**src/rtl/trdb_branch_map_unpacker.sv**
```systemverilog
// trdb_branch_map_unpacker
//   Decoder-side replay of a packed branch map. A map of up to MAP_LEN
//   taken/not-taken bits is loaded through a valid/ready handshake. The bits
//   are then replayed one per accepted beat, oldest (bit 0) first.
//
// Ports
//   clk_i, rst_i       clock (rising edge), asynchronous active-high reset
//   in_valid_i/ready_o load handshake for map_i / branches_i
//   map_i              packed map, bit 0 oldest, 1 = taken
//   branches_i         number of valid bits in map_i (0..MAP_LEN)
//   flush_i            drop the current map; no load accepted this cycle
//   bit_valid_o/ready_i per-bit handshake towards the consumer
//   bit_taken_o        current branch outcome
//   bit_last_o         current bit is the final bit of the map
//   remaining_o        bits not yet consumed, including the current one
//   busy_o             a map is being unpacked
module trdb_branch_map_unpacker #(
    parameter int MAP_LEN = 31,
    localparam int CNT_W  = $clog2(MAP_LEN + 1)
) (
    input  logic               clk_i,
    input  logic               rst_i,
    input  logic               in_valid_i,
    output logic               in_ready_o,
    input  logic [MAP_LEN-1:0] map_i,
    input  logic [CNT_W-1:0]   branches_i,
    input  logic               flush_i,
    output logic               bit_valid_o,
    output logic               bit_taken_o,
    output logic               bit_last_o,
    input  logic               bit_ready_i,
    output logic [CNT_W-1:0]   remaining_o,
    output logic               busy_o
);

    typedef enum logic {
        IDLE  = 1'b0,
        SHIFT = 1'b1
    } state_t;

    state_t             state_q, state_d;
    logic [MAP_LEN-1:0] shift_q, shift_d;
    logic [CNT_W-1:0]   rem_q,   rem_d;

    logic               last_q;
    logic               load;
    logic               xfer;
    logic [MAP_LEN-1:0] map_masked;

    assign busy_o      = (state_q == SHIFT);
    assign bit_valid_o = busy_o;
    assign bit_taken_o = shift_q[0];
    assign remaining_o = rem_q;
    assign last_q      = busy_o & (rem_q == CNT_W'(1));
    assign bit_last_o  = last_q;

    // Ready is gated by rst_i so nothing can be accepted while reset is held.
    // Accepting on the edge that consumes the last bit gives bubble-free
    // back-to-back maps.
    assign in_ready_o = ~rst_i & ~flush_i &
                        ((state_q == IDLE) | (bit_ready_i & last_q));

    assign load = in_valid_i & in_ready_o;
    assign xfer = bit_valid_o & bit_ready_i;

    // Bits beyond the branch count are cleared on load, so they can never
    // reach bit_taken_o, not even while idle after the map drains.
    always_comb begin
        map_masked = '0;
        for (int i = 0; i < MAP_LEN; i++) begin
            map_masked[i] = map_i[i] & (CNT_W'(i) < branches_i);
        end
    end

    always_comb begin
        state_d = state_q;
        shift_d = shift_q;
        rem_d   = rem_q;
        if (flush_i) begin
            state_d = IDLE;
            shift_d = '0;
            rem_d   = '0;
        end else if (load) begin
            // load implies IDLE or last-bit transfer, so the old map is done
            if (branches_i != '0) begin
                state_d = SHIFT;
                shift_d = map_masked;
                rem_d   = branches_i;
            end else begin
                state_d = IDLE;
                shift_d = '0;
                rem_d   = '0;
            end
        end else if (xfer) begin
            shift_d = {1'b0, shift_q[MAP_LEN-1:1]};
            rem_d   = rem_q - CNT_W'(1);
            state_d = (rem_q == CNT_W'(1)) ? IDLE : SHIFT;
        end
    end

    always_ff @(posedge clk_i or posedge rst_i) begin
        if (rst_i) begin
            state_q <= IDLE;
            shift_q <= '0;
            rem_q   <= '0;
        end else begin
            state_q <= state_d;
            shift_q <= shift_d;
            rem_q   <= rem_d;
        end
    end

endmodule
```
**config.mk**
```make
export PLATFORM = sky130hd
export DESIGN_NAME = trdb_branch_map_unpacker
export DESIGN_NICKNAME = d
export VERILOG_FILES = /design/src/rtl/trdb_branch_map_unpacker.sv
export SDC_FILE = /design/constraint.sdc
export NUM_CORES = 1
export LEC_CHECK = 0
export ABC_AREA = 1
export CORE_MARGIN = 3
export CORE_UTILIZATION = 48
export CTS_CLUSTER_DIAMETER = 150
export DETAILED_ROUTE_END_ITERATION = 8
export DONT_BUFFER_PORTS = 1
export HOLD_SLACK_MARGIN = 0.08
export PLACE_DENSITY_LB_ADDON = 0.25
export SYNTH_ARGS = -nofsm -noshare
export SYNTH_HDL_FRONTEND = slang
export SYNTH_SLANG_ARGS = --single-unit
export TNS_END_PERCENT = 100
```
**constraint.sdc**
```tcl
create_clock -name clk_i -period 1.8 [get_ports clk_i]
set_clock_uncertainty 0.15 [all_clocks]
set_input_delay 0.18 -clock clk_i [delete_from_list [all_inputs] [get_ports clk_i]]
set_output_delay 0.18 -clock clk_i [all_outputs]
set_load 0.005 [all_outputs]
```
==> impl_results.html <==
<table>
<tr><th>Metric</th><th>Value</th></tr>
<tr><th colspan="2">Clock network</th></tr>
<tr><td>TritonCTS clock tree</td><td>done</td></tr>
<tr><td>Clock latency on the worst-skew pair</td><td>about 300 ps</td></tr>
<tr><td>Clock Sinks</td><td>37</td></tr>
<tr><td>Number of H-tree levels</td><td>2</td></tr>
<tr><td>CTS max path bufs</td><td>2</td></tr>
<tr><td>Number of clock buffers inserted by TritonCTS</td><td>5</td></tr>
<tr><td>Clock tree root driver cell</td><td>sky130_fd_sc_hd__clkbuf_8</td></tr>
<tr><td>Clock edge transition at the registers on the reported setup and hold paths</td><td>90 ps</td></tr>
<tr><th colspan="2">Global route</th></tr>
<tr><td>Total Routing Usage GR</td><td>0.242</td></tr>
<tr><td>Via count of the first global-routing pass</td><td>2,554</td></tr>
<tr><td>Pin count of the biggest net entering global routing</td><td>38</td></tr>
<tr><td>Wire length of the first global-routing pass</td><td>12.1 mm</td></tr>
<tr><td>Overflow after GRT</td><td>0</td></tr>
<tr><td>Antenna violations before repair</td><td>0</td></tr>
<tr><th colspan="2">Place</th></tr>
<tr><td>Detailed placement HPWL</td><td>between 4 and 5 mm</td></tr>
<tr><td>Dpl cells</td><td>464</td></tr>
<tr><td>Total placed instance area</td><td>between 2000 and 3000 um2</td></tr>
<tr><td>Weighted congestion at the end of routability-driven global placement</td><td>0.872</td></tr>
<tr><td>Number of port buffers</td><td>0</td></tr>
<tr><th colspan="2">Hold path</th></tr>
<tr><td>Count of cells along the worst hold path</td><td>5</td></tr>
<tr><td>Worst min-delay path class</td><td>in2reg</td></tr>
<tr><th colspan="2">Synth</th></tr>
<tr><td>Proportion of synthesized area in mux cells</td><td>0</td></tr>
<tr><td>Yosys warnings</td><td>0</td></tr>
<tr><td>Syn avg cell area</td><td>6.30 um2</td></tr>
<tr><td>Synth area leaders</td><td>sky130_fd_sc_hd__dfrtp_1 36%, sky130_fd_sc_hd__nand2_1 31%, sky130_fd_sc_hd__nand4_1 8.5%, sky130_fd_sc_hd__inv_1 4.2%, sky130_fd_sc_hd__nor2_1 4.2%</td></tr>
<tr><td>Compound-cell area share of the yosys netlist</td><td>0.0405</td></tr>
<tr><td>Gate count of the mapped netlist</td><td>407</td></tr>
<tr><td>Synth Area in Adders</td><td>0.00976</td></tr>
<tr><td>Flip-flop and latch count after synthesis</td><td>37</td></tr>
<tr><td>Post-synthesis xor/xnor area fraction</td><td>0.0102</td></tr>
<tr><td>Simple-gate portion of the synthesized area</td><td>0.483</td></tr>
<tr><td>Cell taking the most area after synthesis</td><td>sky130_fd_sc_hd__dfrtp_1</td></tr>
<tr><td>Largest family of logic cells by synthesized area</td><td>simple AND/OR/NAND/NOR gates</td></tr>
<tr><td>Sequential fraction of the synthesis area</td><td>0.361</td></tr>
<tr><td>Top cell type's share of synthesized area</td><td>0.361</td></tr>
<tr><td>Area of the mapped netlist</td><td>2560 um2</td></tr>
<tr><td>Synthesized netlist net count</td><td>450</td></tr>
<tr><td>Synth cell types</td><td>21</td></tr>
<tr><th colspan="2">Die</th></tr>
<tr><td>Core area</td><td>roughly 4900 um2</td></tr>
<tr><td>Die boundary height</td><td>79.1 um</td></tr>
<tr><td>Initial Util</td><td>0.519</td></tr>
<tr><td>Area of the die</td><td>6250 um2</td></tr>
<tr><td>Horizontal die dimension</td><td>79.1 um</td></tr>
<tr><td>Count of standard-cell rows</td><td>25</td></tr>
<tr><td>Number of ports placed on the die boundary</td><td>51</td></tr>
<tr><th colspan="2">Cells and area</th></tr>
<tr><td>Leading cell type in the layout, fill and taps excluded</td><td>sky130_fd_sc_hd__nand2_1</td></tr>
<tr><td>Fin nets</td><td>476</td></tr>
<tr><td>Share of post-route cells with drive strength above 1</td><td>0.104</td></tr>
<tr><td>Growth of design area from synthesis to finish</td><td>22.9%</td></tr>
<tr><td>Ant. Diodes</td><td>0</td></tr>
<tr><td>Non-filler instance count after layout</td><td>500</td></tr>
<tr><td>Fill cell count</td><td>473</td></tr>
<tr><td>Post-route design area</td><td>3150 um2</td></tr>
<tr><td>Area of all sequential standard cells</td><td>926 um2</td></tr>
<tr><td>Area used by multi-input combinational logic</td><td>1450 um2</td></tr>
<tr><td>Commonest cells after routing, fill and taps aside</td><td>210 x sky130_fd_sc_hd__nand2_1, 37 x sky130_fd_sc_hd__dfrtp_1, 35 x sky130_fd_sc_hd__nand4_1</td></tr>
<tr><th colspan="2">Pwr</th></tr>
<tr><td>Total power consumption of the routed design</td><td>2550 uW</td></tr>
<tr><td>Power density over cell area</td><td>810 nW/um2</td></tr>
<tr><td>Maximum vdd drop</td><td>around 490 uV</td></tr>
<tr><td>Pleak</td><td>0.00177 uW</td></tr>
<tr><th colspan="2">Timing</th></tr>
<tr><td>Unrepaired setup endpoints after global routing</td><td>yes</td></tr>
<tr><td>Setup TNS</td><td>0 ps</td></tr>
<tr><td>Endpoints failing setup</td><td>0</td></tr>
<tr><td>Endpoints failing hold</td><td>0</td></tr>
<tr><td>Final hold slack</td><td>74.7 ps</td></tr>
<tr><td>Shortest clock period the worst path allows after layout</td><td>1800 ps</td></tr>
<tr><td>Rel. slew slack</td><td>0.665</td></tr>
<tr><td>Worst Max-Slew Pin Slew</td><td>around 500 ps</td></tr>
<tr><td>Achievable clock frequency</td><td>556 MHz</td></tr>
<tr><td>Share of the cycle needed by the critical path after routing</td><td>1.00</td></tr>
<tr><td>Final slew viol count</td><td>0</td></tr>
<tr><th colspan="2">Routing</th></tr>
<tr><td>Initial DRC Count</td><td>299</td></tr>
<tr><td>Routed via count divided by cell count</td><td>5.43</td></tr>
<tr><td>Post-route DRC</td><td>0</td></tr>
<tr><td>Number of vias after detailed routing</td><td>~2,700</td></tr>
<tr><td>Average wire per standard cell</td><td>roughly 15 um</td></tr>
<tr><td>Total iterations of the first detailed-routing run</td><td>6</td></tr>
<tr><td>Post-detailed-route count of antenna-violating nets</td><td>0</td></tr>
<tr><td>Routed wire length</td><td>a little under 8 mm</td></tr>
<tr><th colspan="2">Critical path</th></tr>
<tr><td>Category of the worst setup path launch point</td><td>flop</td></tr>
<tr><td>Cell with the biggest individual delay on the critical path</td><td>sky130_fd_sc_hd__dfrtp_1</td></tr>
<tr><td>Maximum fanout count along the critical path</td><td>18</td></tr>
<tr><td>Ordered list of cells on the worst path</td><td>inv_2 &gt; ha_4 &gt; inv_2 &gt; nor2_4 &gt; nand3_4 &gt; nand2_4 &gt; nand3_4 &gt; a21oi_4 &gt; buf_12 &gt; nand2_1 &gt; nand2_1</td></tr>
<tr><td>Worst Reg-to-Reg Cells</td><td>11</td></tr>
<tr><td>Buffers and inverters on the worst path</td><td>3</td></tr>
<tr><td>Critical path depth</td><td>11</td></tr>
<tr><td>Worst setup path category</td><td>reg2reg</td></tr>
<tr><td>Cell family with the largest share of critical-path delay</td><td>simple AND/OR/NAND/NOR gates</td></tr>
<tr><td>WP data required</td><td>1880 ps</td></tr>
<tr><td>WP data arrival</td><td>1880 ps</td></tr>
<tr><td>Max incr delay on CP</td><td>400 ps</td></tr>
<tr><td>Critical Path End Type</td><td>flop</td></tr>
<tr><th colspan="2">Outcome</th></tr>
<tr><td>Status</td><td>finished, final reports clean</td></tr>
<tr><th colspan="2">Run</th></tr>
<tr><td>Max cap viols</td><td>0</td></tr>
</table>
[layer usage]
layer  vias up  routed length (um)  global-route usage  share of wire
met5         -                   0                   0              0
met4         0                 146              0.0773          0.019
met3        16                 671              0.0578          0.087
met2       140                3490               0.376           0.45
met1      1231                3420               0.333           0.44
li1       1330                   -                   -              -
[sequential cells by signal, summed over array words and instances, names as in the netlist]
signal	count
bit_valid_o	1
remaining_o	5
shift_q	31
[power by group]
group	switching [uW]	total [uW]	leakage (uW)	internal, uW
sequential	72.3	971	0.000508	899
clock	309	614	0.0000443	305
combinational	565	966	0.00121	402
[tightest hold or removal path, stage by stage]
cell and delay, ps:
sky130_fd_sc_hd__nand3_1 60, sky130_fd_sc_hd__nand4_1 70, sky130_fd_sc_hd__o21ai_0 80, sky130_fd_sc_hd__nand2_1 50, sky130_fd_sc_hd__nand2_1 50
[what timing repair did]
action | in CTS | in global routing
gates cloned | 0 | 2
pin swaps | 0 | 3
hold buffers | 22 | 0
endpoints found under the setup margin | 9 | 38
gates resized for setup | 3 | 17
endpoints found under the hold margin | 74 | 0
buffers inserted | 0 | 5
[path summary, 6_finish.rpt]
check / to / from / slack, ps
min reg2reg: shift_q[20] / shift_q[20] / 330
max in group asynchronous: shift_q[26] / rst_i / 840
min: shift_q[10] / branches_i[1] / 70
max: shift_q[8] / remaining_o[1] / 0.6
min in group asynchronous: remaining_o[4] / rst_i / 290
max reg2reg: shift_q[8] / remaining_o[1] / 0.6
[kinds of logic (layout without fill, tap and decap cells)]
group                      Yosys count  in the layout
and+or+nand+nor                    295            295
buffers and inverters               55             81
DFF                                 37             37
AOI/OAI and AO/OA                   15             15
xor gates and xnor gates             3              3
adders and majority gates            2              2
[per-stage QoR]
stage / setup slack (ps) / utilization
after floorplan: 30.4 / -
after global placement: 42.6 / 0.542
after detailed placement: 3.90 / 0.542
after CTS: -32.9 / 0.607
after global routing: -142 / 0.638
final: 0.645 / 0.638
[area by class of cell]
cell class                      count  share of cell area
Inverter                           30              0.0373
Sequential cell                    37               0.294
Timing Repair Buffer               44               0.154
Clock buffer                        7              0.0274
Multi-Input combinational cell    315               0.461
Tap cell                           67              0.0266
[cells in the mapped netlist, drive strengths merged]
library cell / instances
nor2: 32
nor3b: 1
ha: 2
a21oi: 3
buf: 13
clkbuf: 12
dfrtp: 37
inv: 30
nand3: 14
o21ai: 5
xor2: 3
nand4: 35
nand2: 213
a21boi: 7
(Power assumes the default switching activity.)
